--- src/rtl/dac_pkg.sv ---
// Shared types and DAC7611 defaults for the 3-wire serial DAC driver.
// Holds the frame FSM state enum and the idle pin levels.
package dac_pkg;

    typedef enum logic [2:0] {
        IDLE,
        SETUP,
        SHIFT,
        HOLD,
        GAP
    } state_t;

    localparam int DAC7611_DATA_W = 12;
    localparam int DAC7611_DIV    = 2;
    localparam int DAC7611_GAP    = 150;

    localparam logic SCLK_IDLE = 1'b1;
    localparam logic LD_IDLE   = 1'b0;

endpackage

--- src/rtl/dac_tick_div.sv ---
// Free-running down-counter giving a one-cycle tick every DIV cycles.
// Ports: clk_X4, rst_n, load_i (restart period), tick_o (this cycle ends
// a period), pre_tick_o (next cycle ends a period).
module dac_tick_div #(
    parameter int DIV = 2
) (
    input  logic clk_X4,
    input  logic rst_n,
    input  logic load_i,
    output logic tick_o,
    output logic pre_tick_o
);

    localparam int CW = $clog2(DIV + 1);
    localparam logic [CW-1:0] RELOAD = CW'(DIV - 1);

    logic [CW-1:0] cnt_q, cnt_d;

    always_comb begin
        cnt_d = cnt_q - CW'(1);
        if (load_i || cnt_q == '0) begin
            cnt_d = RELOAD;
        end
    end

    always_ff @(posedge clk_X4 or negedge rst_n) begin
        if (!rst_n) begin
            cnt_q <= RELOAD;
        end else begin
            cnt_q <= cnt_d;
        end
    end

    assign tick_o     = (cnt_q == '0);
    assign pre_tick_o = (cnt_d == '0);

endmodule

--- src/rtl/dac_serial_tx.sv ---
// Serial driver for DAC7611-class DACs: accepts a word on valid/ready and
// emits SETUP / SHIFT (MSB first) / HOLD / GAP on SCLK, SDI and LD.
// Ports: clk_X4, rst_n, enable, s_valid/s_data/s_ready (word input),
// dac_sclk/dac_sdi/dac_ld (pins), busy, done (end-of-HOLD pulse).
module dac_serial_tx
    import dac_pkg::*;
#(
    parameter int DATA_W  = DAC7611_DATA_W,
    parameter int DIV     = DAC7611_DIV,
    parameter int GAP_CYC = DAC7611_GAP
) (
    input  logic              clk_X4,
    input  logic              rst_n,
    input  logic              enable,
    input  logic              s_valid,
    input  logic [DATA_W-1:0] s_data,
    output logic              s_ready,
    output logic              dac_sclk,
    output logic              dac_sdi,
    output logic              dac_ld,
    output logic              busy,
    output logic              done
);

    localparam int BW = $clog2(DATA_W + 1);
    localparam int GW = $clog2(GAP_CYC + 1);

    state_t            state_q;
    logic [DATA_W-1:0] sh_q;
    logic [BW-1:0]     bit_q;
    logic [GW-1:0]     gap_q;
    logic              half_q;
    logic              sclk_q, sdi_q, ld_q;
    logic              ready_q, busy_q, done_q;
    logic              tick, pre_tick;

    // Divider is held in reload while idle so SETUP starts a full period.
    dac_tick_div #(
        .DIV (DIV)
    ) u_div (
        .clk_X4     (clk_X4),
        .rst_n      (rst_n),
        .load_i     (state_q == IDLE),
        .tick_o     (tick),
        .pre_tick_o (pre_tick)
    );

    always_ff @(posedge clk_X4 or negedge rst_n) begin
        if (!rst_n) begin
            state_q <= IDLE;
            sh_q    <= '0;
            bit_q   <= '0;
            gap_q   <= '0;
            half_q  <= 1'b0;
            sclk_q  <= SCLK_IDLE;
            sdi_q   <= 1'b0;
            ld_q    <= LD_IDLE;
            ready_q <= 1'b0;
            busy_q  <= 1'b0;
            done_q  <= 1'b0;
        end else if (!enable) begin
            state_q <= IDLE;
            sclk_q  <= SCLK_IDLE;
            sdi_q   <= 1'b0;
            ld_q    <= LD_IDLE;
            ready_q <= 1'b0;
            busy_q  <= 1'b0;
            done_q  <= 1'b0;
        end else begin
            done_q <= 1'b0;
            unique case (state_q)
                IDLE: begin
                    ready_q <= 1'b1;
                    if (s_valid && ready_q) begin
                        sh_q    <= s_data;
                        sdi_q   <= s_data[DATA_W-1];
                        ld_q    <= 1'b1;
                        sclk_q  <= 1'b1;
                        ready_q <= 1'b0;
                        busy_q  <= 1'b1;
                        state_q <= SETUP;
                    end
                end
                SETUP: begin
                    if (tick) begin
                        state_q <= SHIFT;
                        sclk_q  <= 1'b0;
                        half_q  <= 1'b0;
                        bit_q   <= BW'(DATA_W);
                    end
                end
                SHIFT: begin
                    if (tick) begin
                        if (!half_q) begin
                            sclk_q <= 1'b1;
                            half_q <= 1'b1;
                        end else if (bit_q == BW'(1)) begin
                            // SCLK stays high into HOLD; a one-cycle HOLD
                            // needs done raised on entry.
                            state_q <= HOLD;
                            sdi_q   <= 1'b0;
                            done_q  <= pre_tick;
                        end else begin
                            bit_q  <= bit_q - BW'(1);
                            sh_q   <= {sh_q[DATA_W-2:0], 1'b0};
                            sdi_q  <= sh_q[DATA_W-2];
                            sclk_q <= 1'b0;
                            half_q <= 1'b0;
                        end
                    end
                end
                HOLD: begin
                    if (tick) begin
                        state_q <= GAP;
                        ld_q    <= LD_IDLE;
                        gap_q   <= GW'(GAP_CYC);
                    end else begin
                        done_q <= pre_tick;
                    end
                end
                GAP: begin
                    if (gap_q == GW'(1)) begin
                        state_q <= IDLE;
                        busy_q  <= 1'b0;
                        ready_q <= 1'b1;
                    end else begin
                        gap_q <= gap_q - GW'(1);
                    end
                end
                default: state_q <= IDLE;
            endcase
        end
    end

    assign s_ready  = ready_q;
    assign dac_sclk = sclk_q;
    assign dac_sdi  = sdi_q;
    assign dac_ld   = ld_q;
    assign busy     = busy_q;
    assign done     = done_q;

endmodule

--- config.mk ---
export PLATFORM = sky130hd
export DESIGN_NAME = dac_serial_tx
export DESIGN_NICKNAME = d
export VERILOG_FILES = /design/src/rtl/dac_pkg.sv /design/src/rtl/dac_tick_div.sv /design/src/rtl/dac_serial_tx.sv
export SDC_FILE = /design/constraint.sdc
export NUM_CORES = 1
export LEC_CHECK = 0
export ABC_AREA = 1
export CAP_MARGIN = 20
export CORE_MARGIN = 2
export CORE_UTILIZATION = 56
export DETAILED_ROUTE_END_ITERATION = 10
export HOLD_SLACK_MARGIN = 0.15
export PLACE_DENSITY = 0.79
export SYNTH_ARGS = -nofsm -noshare
export SYNTH_HDL_FRONTEND = slang
export SYNTH_SLANG_ARGS = --single-unit
--- constraint.sdc ---
create_clock -name clk_X4 -period 1.8 [get_ports clk_X4]
set_clock_uncertainty 0.1 [all_clocks]
set_input_delay 0.27 -clock clk_X4 [delete_from_list [all_inputs] [get_ports clk_X4]]
set_output_delay 0.27 -clock clk_X4 [all_outputs]
set_load 0.01 [all_outputs]
Word level (Yosys, flattened, before mapping)
Cells that the tools add are included.
{ "totals": {"in_bits": 16, "wordCells": 113, "output_inout_bits": 6, "ff_bits": 35} }
{ "op_classes": {"add_sub_neg": 3, "reduce_logical": 18, "n_eq_ne": 25, "mux": 55} }
{ "ops": {"columns": ["operator", "n"], "rows": [
  ["$mux 11", 4],
  ["$mux 1", 25],
  ["$mux 3", 8],
  ["$pmux 11 s2", 1],
  ["$ne 3x3->1 const B", 7],
  ["$mux 4", 4],
  ["$mux 8", 2],
  ["$pmux 8 s2", 1],
  ["$pmux 3 s5", 1],
  ["$ne 2x2->1 const B", 7],
  ["$pmux 1 s2", 6],
  ["$reduce_and 4->1", 3],
  ["$reduce_and 6->1", 2],
  ["$ne 3x1->1 const B", 3],
  ["$eq 8x1->1 const B", 1],
  ["$pmux 4 s2", 1],
  ["$sub 8x1->8 const B", 1],
  ["$reduce_and 7->1", 1],
  ["$eq 3x2->1 const B", 2],
  ["$reduce_and 3->1", 2],
  ["$reduce_bool 2->1", 3],
  ["$reduce_and 5->1", 1],
  ["$eq 4x1->1 const B", 1],
  ["$logic_not 2->1", 2],
  ["12 further kinds", 12]
]} }

Longest topological paths before layout
Gate-level depths: netlist of the first run.
{ "depth": {"word_depth": 9, "ltp_mapped": 10, "mapped_depth_nobuf": 10} }

By module
A second synthesis of the first run with hierarchy kept.
{ "hier_totals": {"hier_cells": 245, "area_unflattened_um2": 2100.8} }
{ "by_module_without_submodules": {"columns": ["mod", "seq_area_each_um2", "cells_per_inst", "area_each_um2", "instances"], "rows": [
  ["dac_serial_tx", 827.0, 235, 2001.9, 1],
  ["dac_tick_div", 51.3, 10, 98.8, 1]
]} }

Worst setup path before layout of the first run
Ideal clock, no wire load.
{ "synth_path": {"path_type": "register to register", "start": "register u_div.cnt_q[0]", "end": "register state_q[0]", "path_buffers": 0, "arrival_ns": 1.337, "setup_time_ns": 0.120, "path_slack_ns": 0.242, "synth_period_minus_slack_ns": 1.558, "path_stages_with_launch": 9, "required_ns": 1.580, "cell_sequence": "dfstp_2 inv_1 ha_1 nor2_1 nand2_1 nand2_1 nor2_1 nand3_1 nand2_1"} }
{ "synth_between": {"elab_chain_cells": 3, "word_cells_on_any_way": 5, "classes_between": "3 x eq/ne; 2 x reduce/logical"} }
{ "synth_lines": {"columns": ["item", "line_no", "source"], "rows": [
  ["start, declared", "dac_tick_div.sv:17", "logic [CW-1:0] cnt_q, cnt_d;"],
  ["start signal, assigned", "dac_tick_div.sv:30", "cnt_q <= cnt_d;"],
  ["$logic_not 2->1 *", "dac_tick_div.sv:34", "assign tick_o = (cnt_q == '0);"],
  ["$ne 3x3->1 (no source line)", null, null],
  ["$reduce_and 7->1 (no source line) *", null, null],
  ["end signal, assigned", "dac_serial_tx.sv:50", "state_q <= IDLE;"],
  ["end signal, assigned", "dac_serial_tx.sv:62", "state_q <= IDLE;"],
  ["end signal, assigned", "dac_serial_tx.sv:81", "state_q <= SETUP;"],
  ["end, declared", "dac_serial_tx.sv:28", "state_t state_q;"]
]} }
Every way passes the cells marked *; elsewhere a longest branch is shown, timed or not.
A chain may end at the register's enable or synchronous reset.

Worst setup path in the final report of the first run
{ "layout_path": {"start": "register sclk_q (netlist: dac_sclk)", "end": "output dac_sclk"} }
{ "layout_lines": {"columns": ["item", "line_no", "source"], "rows": [
  ["start, declared", "dac_serial_tx.sv:33", "logic sclk_q, sdi_q, ld_q;"],
  ["start signal, assigned", "dac_serial_tx.sv:55", "sclk_q <= SCLK_IDLE;"],
  ["start signal, assigned", "dac_serial_tx.sv:63", "sclk_q <= SCLK_IDLE;"],
  ["start signal, assigned", "dac_serial_tx.sv:78", "sclk_q <= 1'b1;"],
  ["end, declared", "dac_serial_tx.sv:18", "output logic dac_sclk,"]
]} }
No word-level cell between the ends.

==> results of run 1 <==
## metrics by stage
| stage | std cells | utilization |
|---|---|---|
| 3_5_place_dp | 370 | 0.665 |
| 5_1_grt | 378 | 0.695 |
| 3_3_place_gp | 370 | 0.665 |
| 2_1_floorplan | 296 | - |
| 4_1_cts | 378 | 0.689 |
| 6_report | 378 | 0.695 |
## sequential cells by signal (all words and copies together), names as in the netlist
name,flops
half_q,1
done,1
bit_q,4
u_div.cnt_q,2
state_q,3
dac_ld,1
dac_sclk,1
dac_sdi,1
sh_q,11
s_ready,1
busy,1
gap_q,8
## kinds of logic (layout without fill, tap and decap cells)
family / after synthesis / in the layout / synth area share
flops: 35 / 35 / 0.416
compound gates: 25 / 25 / 0.0617
fa+ha+maj: 5 / 5 / 0.0297
simple gates: 190 / 190 / 0.397
buf+inv: 38 / 72 / 0.0824
xor+xnor: 3 / 3 / 0.0125
## path summary, 6_finish.rpt
check / start / to / slack, ns / depth (start not counted)
setup / recovery: dac_sclk / dac_sclk / 0.09 / 1
hold / removal: rst_n / gap_q[6] / 0.29 / 2
setup reg to reg: state_q[0] / sh_q[6] / 0.12 / 6
hold reg to reg: dac_sclk / dac_sclk / 0.37 / 2
max in group asynchronous: rst_n / dac_sclk / 0.96 / 2
min in group clk_X4: dac_sclk / dac_sclk / 0.37 / 2
## cells in the final DEF, fill, tap and decap left out, drive strengths merged
cell,count
nor3b,1
clkbuf,6
ha,5
clkinvlp,1
dfrtp,33
nand3,21
xnor2,2
clkdlybuf4s50,21
nor2,26
nand2,123
nor3,3
clkinv,2
nand3b,3
nand4,13
o21ai,20
a21oi,3
inv,29
buf,13
dfstp,2
o21bai,1
xor2,1
a22oi,1
## cell type report
class	count	area (um^2)	share of cell area
clock inverter	2	12.5	0.00496
clock buffer	6	72.6	0.0288
timing repair buffer	34	308	0.122
tap	48	60.1	0.0238
inverter	30	114	0.0451
sequential	35	878	0.348
multi-input combinational	223	1080	0.427
## per-layer routing
layer	vias to the layer above	track usage
met5	-	0
met4	0	0.102
met3	9	0.0514
li1	1010	-
met2	51	0.389
met1	867	0.280
## where the power goes
part,total (mW),leakage [nW],internal (mW),switching [mW]
combinational,1.93,0.812,0.745,1.18
clock,0.563,0.0412,0.270,0.292
sequential,1.37,0.434,1.13,0.242
total,3.86,1.29,2.14,1.72
==> metrics.cfg, run 1 <==
[run_status]
status = completed

[logic_synthesis]
synth_cell_type_count = 27
syn_inst = 296
synthTopCellsByArea = dfrtp_1 (39%), nand2_1 (21%), nand3_1 (4.3%)
synthTopCellsByCount = nand2_1 (120), dfrtp_1 (33), inv_1 (23), nor2_1 (22)
synth_area_mm2 = 0.00211
synth_top_cell_area_share = 0.391
yosysTopAreaCell = dfrtp_1
synth_most_common_cell = nand2_1
synth_warnings = 0
ys_ff_latch = 35
synth_fp_nets = 317
async_flop_share = 1.00
yosysSeqAreaShare = 0.416
synth-edff-count = 0
avgSynthCellArea_um2 = 7.13
synth_flop_cell = dfrtp_1

[layout]
fin_nets = 350
area_growth_pct = 19.6
antennaDiodeCount = 0
postLayoutCellArea_mm2 = 0.00252
fillers = 322
drive_gt1_frac = 0.127

[route]
drtIter0Drc = 148
maxUsedRoutingLayer = met4
dr_wl_met3_um = 199
met1Wirelength_um = 1910
drc = 0
firstDrtPassIters = 4
finalWirelength_um = 4280
wire_per_inst_um = 11.3
drt-vias-per-instance = 5.12
wl_met2_um = 2070
ant_nets = 0
vias = 1937

[global_route]
grt_start_max_net_pins = 36
grt_pass1_vias = 1760
antenna_found_initial = 0
grt_pass1_wl_um = 7510
grt.total_usage = 0.230
gr-total-overflow = 0

[worst_hold_path]
hold_path.class = input pin to async pin

[sta]
drv_slew = 0
worstMarginPinSlew_ns = 0.438
finalCritPeriodShare = 0.948
finalSetupTns_ns = 0
layout_setup_ws_ns = 0.0944
finalHoldViolCount = 0
holdWs_ns = 0.291
post-route-min-period_ns = 1.71
rsz0062_at_grt = false
relSlewSlack = 0.708
setup-violations-final = 0
clock.fmax_ghz = 0.586

[critical_path]
crit_arrival_ns = 1.34
path_class = flip-flop to primary output
slowest_stage = dfstp_2
slowest_delay_ns = 0.53
crit_fanout = 2
endpoint_kind = primary output
startpoint_type = flip-flop
crit_family = flip-flops
cp_data_required_time_ns = 1.43
crit_buf_inv = 1
crit_chain = clkdlybuf4s50_1

[die]
io_pins = 22
start_util = 0.581
die_w_um = 65.4
num_rows = 22
die_h_um = 65.4
die_area_mm2 = 0.00427
design.core.area_mm2 = 0.00363

[pwr]
powerDensity_mw_per_mm2 = 1530
ir_worst_vdd_uv = 857
p_leak_nw = 1.29
finalPower_mw = 3.86

[place]
dpl_cell_area_mm2 = 0.00242
place_congestion = 0.877
dp_hpwl_um = 3120
numPortBuffers = 21
preCtsSetupSlack_ns = -0.00672

[clocking]
ctsLongestPathBuffers = 2
postCtsSetupBuffers = 0
clock_latency_ns = 0.29
cts_buffers = 5
cts_tree = yes
htreeDepth = 2
clkSinkCount = 35
post_cts_resize_count = 0
cts_hold_buffers = 0
cts_root_buffer = clkbuf_8
clk_pin_slew_worst_paths_ns = 0.07

[flow_run]
cap_violations = 0

Power figures use the tool's default switching activity.
==> inputs of run 2 (changes only) <==
--- a/config.mk
+++ b/config.mk
@@ -7,5 +7,7 @@
 export LEC_CHECK = 0
 export ABC_AREA = 1
+export ABC_CLOCK_PERIOD_IN_PS = 1800
 export CAP_MARGIN = 20
+export CORE_ASPECT_RATIO = 0.8
 export CORE_MARGIN = 2
 export CORE_UTILIZATION = 56
==> constraint.sdc (replaced) <==
create_clock -name clk_X4 -period 1.8 [get_ports clk_X4]
set_clock_uncertainty 0.1 [all_clocks]
set_input_delay 0.45 -clock clk_X4 [delete_from_list [all_inputs] [get_ports clk_X4]]
set_output_delay 0.45 -clock clk_X4 [all_outputs]
set_load 0.01 [all_outputs]
==> run 2 against run 1 <==
Global-route usage increased by 1.6 points. Via count up 0.83%. Design area rose by 0.79%. Wire length rose by 7.5%. Worst setup slack lost 0.045 ns. Die area about the same. Fmax shrank 2.6%. Register-to-register slack improved by 0.02 ns. First-iteration DRC count down 16%. Hold slack gained 0.084 ns. Critical path type unchanged.
==> metrics.cfg, run 2 (synthesis gave the netlist of run 1 again) <==
[sta]
finalCritPeriodShare = 0.973  ; was 0.948
setup-violations-final = 0  ; unchanged
finalSetupTns_ns = 0  ; unchanged
holdWs_ns = 0.375  ; was 0.291 ns
layout_setup_ws_ns = 0.0494  ; was 0.0944 ns
finalHoldViolCount = 0  ; unchanged
relSlewSlack = 0.773  ; was 0.708
worstMarginPinSlew_ns = 0.341  ; was 0.438 ns
drv_slew = 0  ; unchanged
post-route-min-period_ns = 1.75  ; was 1.71 ns
clock.fmax_ghz = 0.571  ; was 0.586 GHz

[pwr]
ir_worst_vdd_uv = 1060  ; was 857 uV
powerDensity_mw_per_mm2 = 1550  ; was 1530 mW/mm^2
p_leak_nw = 1.32  ; was 1.29 nW
finalPower_mw = 3.95  ; was 3.86 mW

[die]
die_w_um = 72.6  ; was 65.4 um
start_util = 0.600  ; was 0.581
die_h_um = 58.9  ; was 65.4 um
design.core.area_mm2 = 0.00352  ; was 0.00363 mm^2
die_area_mm2 = 0.00428  ; was 0.00427 mm^2
io_pins = 22  ; unchanged
num_rows = 19  ; was 22

[worst_hold_path]
hold_path.class = flip-flop to flip-flop  ; was input pin to async pin
hp-start = dac_sclk

[layout]
mostFrequentLayoutCell = nand2_1  ; unchanged
largest_register_ff_count = 11  ; unchanged
area_growth_pct = 20.6  ; was 19.6%
fin_nets = 351  ; was 350
regMostFlops = sh_q  ; unchanged
reg_top3 = sh_q x11, gap_q x8, bit_q x4  ; unchanged
antennaDiodeCount = 0  ; unchanged
drive_gt1_frac = 0.136  ; was 0.127
final_cell_mix = nand2_1 (120), dfrtp_1 (33), inv_1 (23), nor2_1 (20), clkdlybuf4s50_1 (19)  ; was nand2_1 (120), dfrtp_1 (33), inv_1 (23), nor2_1 (21), clkdlybuf4s50_1 (21)
post-route-util = 0.723  ; was 0.695

[critical_path]
crit_chain = clkdlybuf4s50_1  ; unchanged
startpoint_type = flip-flop  ; unchanged
rr_startpoint = state_q[0]  ; unchanged
path_class = flip-flop to primary output  ; unchanged
crit_buf_inv = 1  ; unchanged
slowest_delay_ns = 0.54  ; was 0.53 ns
cp_data_required_time_ns = 1.25  ; was 1.43 ns
crit_fanout = 2  ; unchanged
slowest_stage = clkdlybuf4s50_1  ; was dfstp_2
endpoint_kind = primary output  ; unchanged
crit_arrival_ns = 1.20  ; was 1.34 ns
worstSetupStartpoint = busy  ; was dac_sclk
crit_family = buffers and inverters  ; was flip-flops

[route]
drt-vias-per-instance = 5.24  ; was 5.12
wire_per_inst_um = 12.3  ; was 11.3 um
vias = 1953  ; was 1937
finalWirelength_um = 4600  ; was 4280 um
drc = 0  ; unchanged
ant_nets = 0  ; unchanged
firstDrtPassIters = 4  ; unchanged
drtIter0Drc = 125  ; was 148

[place]
numPortBuffers = 21  ; unchanged
dp_hpwl_um = 3360  ; was 3120 um
place_congestion = 0.879  ; was 0.877
preCtsSetupSlack_ns = -0.183  ; was -0.00672 ns

[global_route]
grt.total_usage = 0.246  ; was 0.230
grt_pass1_wl_um = 8140  ; was 7510 um
grt_start_max_net_pins = 36  ; unchanged
grt_pass1_vias = 1808  ; was 1760
gr-total-overflow = 0  ; unchanged
antenna_found_initial = 0  ; unchanged

[clocking]
cts_root_buffer = clkbuf_8  ; unchanged
htreeDepth = 2  ; unchanged
post_cts_resize_count = 2  ; was 0
postCtsSetupBuffers = 0  ; unchanged
cts_buffers = 5  ; unchanged
clk_pin_slew_worst_paths_ns = 0.07  ; about the same
cts_tree = yes  ; unchanged
cts_hold_buffers = 0  ; unchanged
clkSinkCount = 35  ; unchanged
ctsLongestPathBuffers = 2  ; unchanged
clock_latency_ns = 0.29  ; about the same

[flow_run]
cap_violations = 0  ; unchanged

[run_status]
status = completed  ; unchanged

run 2: stage by stage:
stage	cells	instance area, um^2
floorplan	296	2110
global placement	365	2430
detailed placement	365	2430
CTS	373	2510
global route	373	2540
finish	373	2540
run 2: power breakdown:
part | total (mW) | internal, mW | switching (mW)
registers | 1.38 | 1.13 | 0.248
clock network | 0.547 | 0.265 | 0.282
logic | 2.02 | 0.789 | 1.23
total | 3.95 | 2.18 | 1.76
run 2: path summary, 6_finish.rpt:
kind / endpoint / slack, ns / cells past startpoint
worst max-delay path: busy / 0.05 / 1
worst min-delay path: dac_sclk / 0.37 / 2
worst max register to register: dac_sclk / 0.14 / 9
worst min register to register: dac_sclk / 0.37 / 2
max in group asynchronous: dac_sclk / 0.93 / 2
min in group asynchronous: dac_ld / 0.43 / 2
run 2: cell type report:
type	instances	area [um^2]
Clock inverter	3	15.0
Timing Repair Buffer	35	329
Tap cell	42	52.6
Sequential cell	35	878
Fill cell	309	975
Clock buffer	5	68.8
Inverter	30	114
Multi-Input combinational cell	223	1090
run 2: routing by layer:
| metal | up-vias | wire, um | GRT usage |
|---|---|---|---|
| met1 | 887 | 2320 | 0.359 |
| met2 | 51 | 2030 | 0.370 |
| met3 | 4 | 217 | 0.0514 |
| li1 | 1011 | - | - |
| met4 | 0 | 34 | 0.0714 |
| met5 | - | 0 | 0 |
